### config.mk
export PLATFORM = sky130hd
export DESIGN_NAME = scan_dff_register
export DESIGN_NICKNAME = d
export VERILOG_FILES = /design/src/rtl/scan_dff_register.sv
export SDC_FILE = /design/constraint.sdc
export NUM_CORES = 1
export LEC_CHECK = 0
export ABC_AREA = 1
export ABC_CLOCK_PERIOD_IN_PS = 1010
export CELL_PAD_IN_SITES_DETAIL_PLACEMENT = 2
export CELL_PAD_IN_SITES_GLOBAL_PLACEMENT = 2
export CORE_UTILIZATION = 30
export DETAILED_ROUTE_END_ITERATION = 10
export DONT_BUFFER_PORTS = 1
export PLACE_DENSITY = 0.68
export REMOVE_ABC_BUFFERS = 1
export SYNTH_ARGS = -nofsm -noshare
export SYNTH_HDL_FRONTEND = slang
export SYNTH_SLANG_ARGS = --single-unit
### constraint.sdc
create_clock -name clk -period 1.01 [get_ports clk]
set_input_delay 0.202 -clock clk [delete_from_list [all_inputs] [get_ports clk]]
set_output_delay 0.202 -clock clk [all_outputs]
set_load 0.005 [all_outputs]
### src/rtl/scan_dff_register.sv
// WIDTH-bit register with true/complement outputs, synchronous reset, capture
// enable and a mux-D scan shift path with a shift-cycle counter.
module scan_dff_register #(
  parameter int                 WIDTH     = 8,
  parameter logic [WIDTH-1:0]   RESET_VAL = {WIDTH{1'b0}},
  parameter bit                 MSB_FIRST = 1'b1,
  parameter int                 CNT_W     = $clog2(WIDTH + 1)
) (
  input  logic             clk,
  input  logic             rst,
  input  logic             en,
  input  logic [WIDTH-1:0] d,
  input  logic             scan_en,
  input  logic             scan_in,
  output logic             scan_out,
  output logic [WIDTH-1:0] q,
  output logic [WIDTH-1:0] q_n,
  output logic [CNT_W-1:0] shift_cnt,
  output logic             shift_done
);

  localparam logic [CNT_W-1:0] CNT_LAST = CNT_W'(WIDTH - 1);

  logic [WIDTH-1:0] shifted;
  logic [WIDTH-1:0] q_next;
  logic [CNT_W-1:0] cnt_next;
  logic             done_next;

  // Shift-path data; a one-bit segment simply takes scan_in.
  generate
    if (WIDTH == 1) begin : g_single
      assign shifted  = scan_in;
      assign scan_out = q[0];
    end else if (MSB_FIRST) begin : g_msb_first
      assign shifted  = {q[WIDTH-2:0], scan_in};
      assign scan_out = q[WIDTH-1];
    end else begin : g_lsb_first
      assign shifted  = {scan_in, q[WIDTH-1:1]};
      assign scan_out = q[0];
    end
  endgenerate

  // Scan mode dominates capture; d is never looked at while shifting.
  always_comb begin
    q_next = q;
    if (scan_en) begin
      q_next = shifted;
    end else if (en) begin
      q_next = d;
    end
  end

  // Any non-shift edge restarts the count, so only unbroken runs of WIDTH
  // shifts raise shift_done.
  always_comb begin
    cnt_next  = '0;
    done_next = 1'b0;
    if (scan_en) begin
      if (shift_cnt == CNT_LAST) begin
        cnt_next  = '0;
        done_next = 1'b1;
      end else begin
        cnt_next  = shift_cnt + CNT_W'(1);
        done_next = 1'b0;
      end
    end
  end

  // q_n is its own flop bank loaded with the complement of q's next value.
  always_ff @(posedge clk) begin
    if (rst) begin
      q          <= RESET_VAL;
      q_n        <= ~RESET_VAL;
      shift_cnt  <= '0;
      shift_done <= 1'b0;
    end else begin
      q          <= q_next;
      q_n        <= ~q_next;
      shift_cnt  <= cnt_next;
      shift_done <= done_next;
    end
  end

endmodule

; Yosys cells after proc, flatten, opt, wreduce, memory -nomap -nowiden
; Cells that the tools add are included.
[op_classes]
add_sub_neg = 1
n_eq_ne = 1
n_mux = 3
bitwise = 2
n_reduce_logical = 2
[ops]
columns = op, count
row1 = $mux W8, 2
row2 = $not A8 Y8, 1
row3 = $add A4 B1 Y4 const B, 1
row4 = $eq A4 B3 Y1 const B, 1
row5 = $reduce_or A3 Y1, 1
row6 = $reduce_or A2 Y1, 1
row7 = $mux W1, 1
row8 = $not A1 Y1, 1
[word_totals]
reg_bits = 21
word_cells = 13

; Longest topological paths before layout
[logic_depth]
word_depth = 3
ltp_mapped = 5
mapped_depth_nobuf = 5

; Least setup slack after synthesis
; No wires, ideal clock.
[synth_timing]
kind = flip-flop to flip-flop
startpoint = register shift_cnt[0]
endpoint = register shift_cnt[0]
setup_ps = 119
arrival_ps = 800
t_required_ps = 891
slack_ps = 92
stages_incl_launch_ff = 5
period_less_slack_ps = 918
cell_sequence = dfxtp_1 -> ha_1 -> nand3_1 -> nand2_2 -> nor2_1
[synth_via]
elab_chain_cells = 2
word_cells_on_any_way = 3
classes_between = add/sub: 1 / eq/ne: 1 / reduce/logical: 1
[synth_rtl]
columns = item, line_no
row1 = start: declaration, 18  ; output logic [CNT_W-1:0] shift_cnt,
row2 = start signal: assignment, 79  ; shift_cnt <= cnt_next;
row3 = "parallel branches: the longest is 2 deep, another holds $add A4 B1 Y4", -
; Several ways; the timed one is not identified.
; A chain may end at the register's enable or synchronous reset.

; Final worst setup path
[layout_timing]
startpoint = register shift_cnt[0]
endpoint = output port shift_cnt[0]
; No word-level cell between the ends.

==> run summary <==
The die outline height works out to 53.7 um. The TritonCTS buffer count is 3. For the buffer levels on the longest clock path, the log shows 2. The synthesized netlist occupies a cell area of 802 um2. The average instance in the mapped netlist occupies 7.64 um2. For the worst-skew pair, the clock arrives at the later sink with an insertion delay of 0.30 ns.

The tools report the worst-case clock skew as 0.00126 ns. The tools report the max-slew violation count as 0. The slowest stage of the critical path belongs to the cell dfxtp_2.

For this configuration, the core starts out at a cell density of 32.1%. The worst register-to-register path ends at shift_cnt[3]. The average routed wire per standard cell works out to 12.3 um. The die is 53.7 um wide. The cell count after synthesis came out at 105. The tools report the worst slew margin relative to its limit as 82.3%. OpenSTA, run right after detailed placement, puts the worst setup slack at 0.0851 ns. Core region area: 2500 um2.

The global routing usage summed across all routing layers came out at 13.6%. Counting instances in the post-synthesis netlist gives the leading cell types as nand2_1, dfxtp_1, inv_1. The number of flip-flops and latches in the synthesized netlist was 21.

For the die area, the log shows 2880 um2. On the worst path, the slowest cell contributes a delay of 0.36 ns. The tools report the source of the worst hold timing path as rst.

The count of buffer and inverter cells on the critical path works out to 1. The worst path meets setup with 0.0345 ns of slack. In this run the register-to-register setup slack is 0.06 ns. The first routing iteration left 0 violations.

Adding up every negative setup slack in the final design gives 0 ns. The startpoint kind of the worst setup timing path is a flop. For the number of hold violations in the final report, the log shows 0. The number of nets with antenna violations after detailed routing was 0. Total number of clock tree sinks: 21.

The number of setup violations in the final report was 0. The kind of cell with the highest combined delay along the critical path is flip-flops. For the maximum vdd drop, the log shows 0.000828 V.

At the end of routability-driven placement, the weighted congestion stood at 0.658. For this run, design rule violations remaining after detail routing come to 0. By startpoint and endpoint, the worst setup path is classified as reg -> out. The number of cells on the worst hold path came out at 2. The tools report the number of antenna diodes as 0. CTS placed an instance of clkbuf_4 at the clock tree root.

The tools report the worst min-delay path endpoint as q_n[2]. The final cycle utilization of the critical path works out to 96.6%. By area the synthesized netlist is led by dfxtp_1, nand2_1, inv_1. Fraction of registers with async set/reset: 0%.

STA puts the critical path data required time at 0.81 ns. The number of H-tree branching levels was 1; the shortest clock period the worst path allows after layout was 0.976 ns. Traced cell by cell, the critical path runs through buf_6. The number of buffers added for setup after CTS was 0.

The logs give 686 for the via count of the first global-routing pass and 124 for the final layout net count. The area added between synthesis and finish is 9.20%, and the clock edge transition at the registers on the reported setup and hold paths is 0.12 ns. After clock tree synthesis, the flow added hold-fix buffers numbering 0. The first-pass iteration count of the detailed router was 1. The run finished with clean final reports. For this run, the number of Yosys warnings is 0.

The number of cells on the worst reg-to-reg path is 4. Worst hold path class: in -> reg. Of all cell types, the one taking the most synthesized area is dfxtp_1.

Fraction of layout instances using a drive strength above 1: 22.9%. The worst register-to-register path begins at shift_cnt[0]. Pin placement for this block handled 35 I/O pins. Row generation in the floorplan step produced 18 rows.

The analysis attributes to cell leakage a power of 0.426 nW. The actual slew at the worst max-slew pin is 0.265 ns, and the sum of overflow across all layers after global routing is 0. The power per cell area is 1640 nW/um2. TritonCTS built the clock tree.

The tool flagged a number of max-cap violations equal to 0. Maximum number of pins on one net before global-route repair: 13. The final HPWL from detailed placement is 1360 um, and the number of flops mapped to enable cells by yosys is 0. The share of the Yosys chip area taken by registers is 52.4%. nand2_1 is the most common cell in the netlist. Summed over all layers, the routed wires come to 1710 um. The run gives 618 as the via total after detailed routing.

In this run the worst path has a maximum fanout of 4. The most used flip-flop cell after synthesis is dfxtp_1. Area share of the largest cell type after synthesis: 52.4%. At the worst endpoint, the arrival time is 0.77 ns.

The number of antenna violations at the first check in global routing is 0. The number of vias per cell is 4.45. After synthesis, the netlist uses 16 different library cells. The first-pass GRT wire length was 2790 um. In this run the tool buffered the top-level ports with 0 buffer cells. Static timing analysis puts the maximum clock frequency at 1030 MHz. STA classifies the critical path endpoint as an output port.
-- cell families after synthesis --
logic type	synth area share, %
DFF	52.4
AOI/OAI and AO/OA	2.50
and+or+nand+nor	28.2
xor gates and xnor gates	1.09
adders and majority gates	1.56
buffers and inverters	14.2
-- worst max path at each step --
stage                  from      endpoint  slack, ns  depth (start not counted)
2_1_floorplan  shift_cnt[0]  shift_cnt[0]       0.09                          4
3_3_place_gp   shift_cnt[0]  shift_cnt[3]       0.16                          4
3_5_place_dp   shift_cnt[0]  shift_cnt[3]       0.09                          4
4_1_cts        shift_cnt[0]  shift_cnt[0]     0.0008                          1
5_1_grt        shift_cnt[0]  shift_cnt[0]     -0.003                          1
6_report       shift_cnt[0]  shift_cnt[0]       0.03                          1
-- metrics by stage --
stage          cells  hold slack [ns]  util, %  area, um2  power [mW]
2_1_floorplan    103            0.336        -        790        1.01
3_3_place_gp     135            0.361     33.7        842        1.04
5_1_grt          139           0.0458     35.0        876        1.50
4_1_cts          139           0.0346     34.8        870        1.46
3_5_place_dp     135            0.362     33.7        842        1.05
6_report         139           0.0387     35.0        876        1.43
-- placed cells by master, fill, tap and decap left out, drive strengths merged --
| cell type | n |
|---|---|
| inv | 27 |
| buf | 2 |
| nand3 | 8 |
| ha | 1 |
| a21oi | 2 |
| nand2 | 31 |
| dfxtp | 21 |
| clkbuf | 3 |
| clkinv | 1 |
| xnor2 | 1 |
| nand4 | 1 |
| o21ai | 2 |
| nor2 | 9 |
-- layer usage --
| metal | global-route usage [%] | wire length, um |
|---|---|---|
| met1 | 13.9 | 728 |
| met5 | 0 | 0 |
| met4 | 6.58 | 10 |
| met2 | 23.7 | 849 |
| met3 | 5.65 | 123 |
-- area by class of cell --
class | instances | area, um2
clock buffer | 3 | 22.5
sequential | 21 | 423
fill | 292 | 1620
timing repair buffer | 2 | 18.8
clock inverter | 1 | 5.00
tap | 30 | 37.5
multi-input combinational | 55 | 268
inverter | 27 | 101
-- what timing repair did --
action                     4_1_cts  5_1_grt
gates resized for setup          0        3
hold endpoints to repair         0        0
setup endpoints to repair        0        2
-- registers in the layout, indices dropped and copies added, names as in the netlist, named ones only --
name / count
q: 6
q_n: 8
shift_cnt: 4
shift_done: 1
-- report_power, final --
part / switching [mW] / total, mW / leakage, nW / internal [mW]
clock: 0.258 / 0.406 / 0.0177 / 0.147
sequential: 0.0332 / 0.911 / 0.174 / 0.878
combinational: 0.0737 / 0.118 / 0.235 / 0.0444
Note: power is estimated with default switching activity, not from simulation.
